[config.mk]
export PLATFORM = sky130hd
export DESIGN_NAME = ip_ttl_checksum_update
export DESIGN_NICKNAME = d
export VERILOG_FILES = /design/src/rtl/ip_ttl_checksum_update.sv
export SDC_FILE = /design/constraint.sdc
export NUM_CORES = 2
export LEC_CHECK = 0
export ABC_AREA = 1
export CAP_MARGIN = 20
export CELL_PAD_IN_SITES_DETAIL_PLACEMENT = 0
export CELL_PAD_IN_SITES_GLOBAL_PLACEMENT = 1
export CORE_AREA = 3 3 352 354
export DETAILED_ROUTE_END_ITERATION = 7
export DIE_AREA = 0 0 355 357
export PLACE_DENSITY_LB_ADDON = 0.12
export SYNTH_ARGS = -nofsm -noshare
export SYNTH_HDL_FRONTEND = slang
export SYNTH_SLANG_ARGS = --single-unit
[constraint.sdc]
create_clock -name AXI_ACLK -period 11.95 [get_ports AXI_ACLK]
set_input_delay 1.7925 -clock AXI_ACLK [delete_from_list [all_inputs] [get_ports AXI_ACLK]]
set_output_delay 1.7925 -clock AXI_ACLK [all_outputs]
set_load 0.02 [all_outputs]
[src/rtl/ip_ttl_checksum_update.sv]
// IPv4 header checksum check and TTL decrement with an RFC 1624 incremental checksum
// update on a 256-bit stream. Word 0 is held until word 1 delivers the last header half-word.
//
// state | meaning
// IDLE  | hold register empty, waiting for word 0
// HOLD  | word 0 held, waiting for word 1 to complete the checksum
// BODY  | streaming, hold register runs one beat behind the input
// DRAIN | last beat held, input stalled until it moves to the output
module ip_ttl_checksum_update #(
   parameter int C_M_AXIS_DATA_WIDTH  = 256,
   parameter int C_S_AXIS_DATA_WIDTH  = 256,
   parameter int C_M_AXIS_TUSER_WIDTH = 128,
   parameter int C_S_AXIS_TUSER_WIDTH = 128,
   parameter int FLAG_POS             = 32
) (
   input  logic                              AXI_ACLK,
   input  logic                              reset,
   input  logic [C_S_AXIS_DATA_WIDTH-1:0]    S_AXIS_TDATA,
   input  logic [C_S_AXIS_DATA_WIDTH/8-1:0]  S_AXIS_TSTRB,
   input  logic [C_S_AXIS_TUSER_WIDTH-1:0]   S_AXIS_TUSER,
   input  logic                              S_AXIS_TVALID,
   input  logic                              S_AXIS_TLAST,
   output logic                              S_AXIS_TREADY,
   output logic [C_M_AXIS_DATA_WIDTH-1:0]    M_AXIS_TDATA,
   output logic [C_M_AXIS_DATA_WIDTH/8-1:0]  M_AXIS_TSTRB,
   output logic [C_M_AXIS_TUSER_WIDTH-1:0]   M_AXIS_TUSER,
   output logic                              M_AXIS_TVALID,
   output logic                              M_AXIS_TLAST,
   input  logic                              M_AXIS_TREADY,
   output logic [31:0]                       bad_checksum_count,
   output logic [31:0]                       ttl_expired_count
);

   typedef enum logic [1:0] {IDLE, HOLD, BODY, DRAIN} state_t;

   state_t                              state_q, state_d;
   logic [C_S_AXIS_DATA_WIDTH-1:0]      h_data_q, h_data_d;
   logic [C_S_AXIS_DATA_WIDTH/8-1:0]    h_strb_q, h_strb_d;
   logic [C_S_AXIS_TUSER_WIDTH-1:0]     h_user_q, h_user_d;
   logic                                h_last_q, h_last_d;
   logic [C_M_AXIS_DATA_WIDTH-1:0]      o_data_q, o_data_d;
   logic [C_M_AXIS_DATA_WIDTH/8-1:0]    o_strb_q, o_strb_d;
   logic [C_M_AXIS_TUSER_WIDTH-1:0]     o_user_q, o_user_d;
   logic                                o_valid_q, o_valid_d;
   logic                                o_last_q, o_last_d;
   logic [31:0]                         bad_cnt_q, bad_cnt_d;
   logic [31:0]                         ttl_cnt_q, ttl_cnt_d;

   logic                                slot_free, s_ready, accept;
   logic                                eligible, csum_ok, ttl_gt1, rewrite;
   logic [19:0]                         sum_raw;
   logic [16:0]                         fold1, hc_inc;
   logic [15:0]                         fold2, hc_new;
   logic [C_S_AXIS_DATA_WIDTH-1:0]      proc_data;
   logic [C_S_AXIS_TUSER_WIDTH-1:0]     proc_user, in_user;

   assign slot_free = !o_valid_q | M_AXIS_TREADY;
   assign s_ready   = (state_q == DRAIN) ? 1'b0 : slot_free;
   assign accept    = S_AXIS_TVALID & s_ready;

   // Word 0 sits in H; the tenth header half-word is taken straight off the input bus.
   always_comb begin
      sum_raw = {4'd0, S_AXIS_TDATA[255:240]};
      for (int i = 0; i < 9; i++) begin
         sum_raw = sum_raw + {4'd0, h_data_q[16*i +: 16]};
      end
      fold1    = {1'b0, sum_raw[15:0]} + {13'd0, sum_raw[19:16]};
      fold2    = fold1[15:0] + {15'd0, fold1[16]};
      eligible = (h_data_q[159:144] == 16'h0800) && (h_data_q[143:136] == 8'h45);
      csum_ok  = (fold2 == 16'hFFFF);
      ttl_gt1  = (h_data_q[79:72] > 8'd1);
      rewrite  = eligible & csum_ok & ttl_gt1;
      hc_inc   = {1'b0, h_data_q[63:48]} + 17'h0100;
      hc_new   = hc_inc[15:0] + {15'd0, hc_inc[16]};

      proc_data = h_data_q;
      if (rewrite) begin
         proc_data[79:72] = h_data_q[79:72] - 8'd1;
         proc_data[63:48] = hc_new;
      end
      proc_user = h_user_q;
      proc_user[FLAG_POS +: 3] = eligible ? {csum_ok & ~ttl_gt1, csum_ok, 1'b1} : 3'b000;

      in_user = S_AXIS_TUSER;
      in_user[FLAG_POS +: 3] = 3'b000;
   end

   always_comb begin
      state_d   = state_q;
      h_data_d  = h_data_q;
      h_strb_d  = h_strb_q;
      h_user_d  = h_user_q;
      h_last_d  = h_last_q;
      o_data_d  = o_data_q;
      o_strb_d  = o_strb_q;
      o_user_d  = o_user_q;
      o_last_d  = o_last_q;
      o_valid_d = o_valid_q & ~slot_free;
      bad_cnt_d = bad_cnt_q;
      ttl_cnt_d = ttl_cnt_q;

      case (state_q)
         IDLE: begin
            if (accept) begin
               if (S_AXIS_TLAST) begin
                  o_data_d  = S_AXIS_TDATA;
                  o_strb_d  = S_AXIS_TSTRB;
                  o_user_d  = in_user;
                  o_last_d  = 1'b1;
                  o_valid_d = 1'b1;
               end else begin
                  h_data_d = S_AXIS_TDATA;
                  h_strb_d = S_AXIS_TSTRB;
                  h_user_d = S_AXIS_TUSER;
                  h_last_d = 1'b0;
                  state_d  = HOLD;
               end
            end
         end
         HOLD: begin
            if (accept) begin
               o_data_d  = proc_data;
               o_strb_d  = h_strb_q;
               o_user_d  = proc_user;
               o_last_d  = 1'b0;
               o_valid_d = 1'b1;
               h_data_d  = S_AXIS_TDATA;
               h_strb_d  = S_AXIS_TSTRB;
               h_user_d  = S_AXIS_TUSER;
               h_last_d  = S_AXIS_TLAST;
               if (eligible && !csum_ok) bad_cnt_d = bad_cnt_q + 32'd1;
               if (eligible && csum_ok && !ttl_gt1) ttl_cnt_d = ttl_cnt_q + 32'd1;
               state_d = S_AXIS_TLAST ? DRAIN : BODY;
            end
         end
         BODY: begin
            if (accept) begin
               o_data_d  = h_data_q;
               o_strb_d  = h_strb_q;
               o_user_d  = h_user_q;
               o_last_d  = h_last_q;
               o_valid_d = 1'b1;
               h_data_d  = S_AXIS_TDATA;
               h_strb_d  = S_AXIS_TSTRB;
               h_user_d  = S_AXIS_TUSER;
               h_last_d  = S_AXIS_TLAST;
               if (S_AXIS_TLAST) state_d = DRAIN;
            end
         end
         DRAIN: begin
            if (slot_free) begin
               o_data_d  = h_data_q;
               o_strb_d  = h_strb_q;
               o_user_d  = h_user_q;
               o_last_d  = 1'b1;
               o_valid_d = 1'b1;
               h_last_d  = 1'b0;
               state_d   = IDLE;
            end
         end
         default: state_d = IDLE;
      endcase
   end

   always_ff @(posedge AXI_ACLK) begin
      if (reset) begin
         state_q   <= IDLE;
         h_data_q  <= '0;
         h_strb_q  <= '0;
         h_user_q  <= '0;
         h_last_q  <= 1'b0;
         o_data_q  <= '0;
         o_strb_q  <= '0;
         o_user_q  <= '0;
         o_last_q  <= 1'b0;
         o_valid_q <= 1'b0;
         bad_cnt_q <= '0;
         ttl_cnt_q <= '0;
      end else begin
         state_q   <= state_d;
         h_data_q  <= h_data_d;
         h_strb_q  <= h_strb_d;
         h_user_q  <= h_user_d;
         h_last_q  <= h_last_d;
         o_data_q  <= o_data_d;
         o_strb_q  <= o_strb_d;
         o_user_q  <= o_user_d;
         o_last_q  <= o_last_d;
         o_valid_q <= o_valid_d;
         bad_cnt_q <= bad_cnt_d;
         ttl_cnt_q <= ttl_cnt_d;
      end
   end

   assign S_AXIS_TREADY      = s_ready;
   assign M_AXIS_TDATA       = o_data_q;
   assign M_AXIS_TSTRB       = o_strb_q;
   assign M_AXIS_TUSER       = o_user_q;
   assign M_AXIS_TVALID      = o_valid_q;
   assign M_AXIS_TLAST       = o_last_q;
   assign bad_checksum_count = bad_cnt_q;
   assign ttl_expired_count  = ttl_cnt_q;

endmodule

==> out/results.tsv <==
stage	metric	value	unit
status	status	finished clean	
sta	clk_skew	0.0609	ns
clock_tree	TritonCTS clock tree	done	
run	# Max-Cap Violations	0	
clock_tree	H-Tree Depth	3	
critical_path	crit path kind	in2reg	
logic_synthesis	synth warn	0	
critical_path	Worst Setup SP	S_AXIS_TDATA[245]	
clock_tree	Post-CTS Setup Repair Bufs	0	
sta	Max Clk Rate	0.0916	GHz
critical_path	critical-path maximum fanout	11	
place	DP Wirelength	126	mm
sta	final hold violation count	0	
logic_synthesis	Net Count, Synth	6268	
logic_synthesis	synth unique cells	48	
clock_tree	CTS buffer count	106	
logic_synthesis	synthesized cell area	42100	sq um
grt	initial antenna violation count	55	
sta	Final Slew Violations	0	
clock_tree	worst-case clock buffer depth	3	
critical_path	WP data arrival	11.45	ns
cells_and_area	area grow syn2layout	32.2	%
floorplan	chip width	355	microns
grt	vias in the first global route	39225	
logic_synthesis	syn avg cell area	7.42	sq um
critical_path	worst r2r src	h_data_q[8]	
logic_synthesis	cell count after synthesis	5676	
sta	Tmin final	10.92	ns
place	final RePlAce weighted congestion	0.904	
floorplan	num ports	904	
cells_and_area	flip-flop and latch area	18000	sq um
clock_tree	clk_lat worst skew	0.73	ns
cells_and_area	share of layout cells above drive strength 1	4.49	%
cells_and_area	Filler cells	12346	
sta	crit share post-route	91.3	%
logic_synthesis	sequential share of the synthesized area	42.8	%
grt	Remaining Overflow, GRT	0	
clock_tree	clock sinks	901	
critical_path	CP Capture Type	register	
floorplan	Initial Utilization	34.7	%
clock_tree	Hold Buf Count CTS	0	
floorplan	num rows	128	
sta	Tightest Pin Transition	1.13	ns
cells_and_area	NumNets Final	6892	
sta	relative slew slack	24.7	%
detailed_routing	DRC	0	
sta	final setup violating endpoints	0	
clock_tree	Reg clk slew, reported paths	0.06	ns
detailed_routing	DRT iter0 DRCs	3274	
clock_tree	# resized after CTS	0	
detailed_routing	WL/cell	22.4	microns
min_path	Worst Hold Launch	h_user_q[34]	
detailed_routing	vias per cell	5.21	
critical_path	Max stage delay on crit path	0.57	ns
detailed_routing	DR vias	41908	
clock_tree	CTS Root Cell	clkbuf_16	
critical_path	data required time of the critical path	12.48	ns
logic_synthesis	#FFs+latches synth	901	
min_path	hold crit path type	reg2reg	
detailed_routing	Antenna Nets Post-Route	0	
logic_synthesis	FFs w/ async S/R, synth	0	%
logic_synthesis	EDFF count, synth	0	
detailed_routing	Detailed Routing Iterations Pass 1	6	
floorplan	Chip Height	357	microns
logic_synthesis	dominant synthesized flop cell	dfxtp_1	
place	port bufs	903	
detailed_routing	final WL	180	mm
critical_path	CP Launch Type	input pin	
critical_path	Slowest-stage cell, CP	fa_1	
cells_and_area	most common cell after layout, fill and taps aside	clkdlybuf4s50_1	
floorplan	core footprint	121000	sq um
cells_and_area	multi-input logic area	21200	sq um
floorplan	die area	127000	sq um
cells_and_area	commonest non-fill, non-tap cells in the layout	902 x clkdlybuf4s50_1, 901 x dfxtp_1, 848 x nand2_1	
sta	setup_tns	0	ns
grt	first-pass GRT wire length	263	mm
grt	largest net degree at the start of global routing	228	
grt	GR Util All Layers	27.2	%
sta	RSZ-0062 raised after global routing	no	
critical_path	most used cell, CP	nand2_1	
## per-stage QoR
stage | utilization [%] | cell area, sq um | worst slack, ns | cells | hold slack (ns)
floorplan | - | 42100 | 2.23 | 5676 | 0.425
global placement | 42.8 | 52000 | 0.584 | 7817 | 0.442
detailed placement | 42.8 | 52000 | 0.468 | 7817 | 0.445
CTS | 45.8 | 55600 | 1.16 | 8014 | 0.453
global route | 45.9 | 55700 | 0.208 | 8039 | 0.491
finish | 45.9 | 55700 | 1.03 | 8049 | 0.456
## cell families (layout without fill, tap and decap cells)
group | count (synthesis) | after routing | synth area share [%]
simple gates | 2299 | 2299 | 23.1
fa+ha+maj | 171 | 171 | 7.32
xor+xnor | 46 | 46 | 0.956
flops | 901 | 901 | 42.8
other cells | 0 | 35 | 0
compound gates | 1475 | 1475 | 18.8
buf+inv | 784 | 1497 | 7.04
## layer usage
metal | global-route usage (%) | routed length [microns] | vias up
li1 | - | - | 20375
met1 | 34.7 | 76700 | 19976
met2 | 43.9 | 84500 | 1295
met3 | 7.86 | 13900 | 232
met4 | 9.68 | 5130 | 30
met5 | 0 | 213 | -
## worst max-delay path, delay by kind of cell
family / cells / cell delay (ns)
xor gates and xnor gates: 1 / 0.19
and+or+nand+nor: 34 / 3.87
adders and majority gates: 10 / 3.99
AOI/OAI and AO/OA: 2 / 0.32
buffers and inverters: 10 / 1.26
## final cells by class
class | instances | area share (%)
Tap cell | 1625 | 3.65
Timing Repair Buffer | 943 | 16.9
Sequential cell | 901 | 32.4
Inverter | 357 | 2.46
Clock buffer | 152 | 5.57
Clock inverter | 45 | 0.945
Antenna cell | 35 | 0.157
Multi-Input combinational cell | 3991 | 38.0
## synthesized netlist by cell type (all sizes together), types with 2 or more instances
cell | n | area [sq um]
dfxtp | 901 | 18000
a21oi | 221 | 1110
fa | 126 | 2520
o21bai | 3 | 22.5
nor3 | 50 | 283
a211oi | 2 | 15.0
nand2 | 866 | 3300
nand4 | 59 | 412
nor4 | 20 | 125
ha | 45 | 563
xnor2 | 8 | 70.1
nand3 | 461 | 2330
inv | 354 | 1330
xor2 | 38 | 333
nor2 | 835 | 3210
clkinv | 3 | 11.3
o21a | 3 | 22.5
o21ai | 846 | 4230
nand3b | 2 | 15.0
clkbuf | 412 | 1550
a31oi | 391 | 2450
o211ai | 5 | 37.5
buf | 15 | 81.3
## registers in the layout, summed over array words and instances, names as in the netlist
name / flops
ttl_expired_count: 32
state_q: 2
M_AXIS_TSTRB: 32
bad_checksum_count: 32
M_AXIS_TVALID: 1
M_AXIS_TUSER: 128
h_last_q: 1
h_user_q: 128
M_AXIS_TDATA: 256
M_AXIS_TLAST: 1
h_data_q: 256
h_strb_q: 32
## worst paths after layout
| check | to | slack [ns] | cells past startpoint |
|---|---|---|---|
| setup / recovery | M_AXIS_TDATA[51] | 1.03 | 57 |
| hold / removal | h_user_q[34] | 0.46 | 2 |
| setup reg to reg | M_AXIS_TDATA[51] | 2.33 | 54 |
| hold reg to reg | h_user_q[34] | 0.46 | 2 |
Power is left out: the tool's default activity adds up to more than one toggle a clock period on the data nets, which glitch-free logic cannot reach.
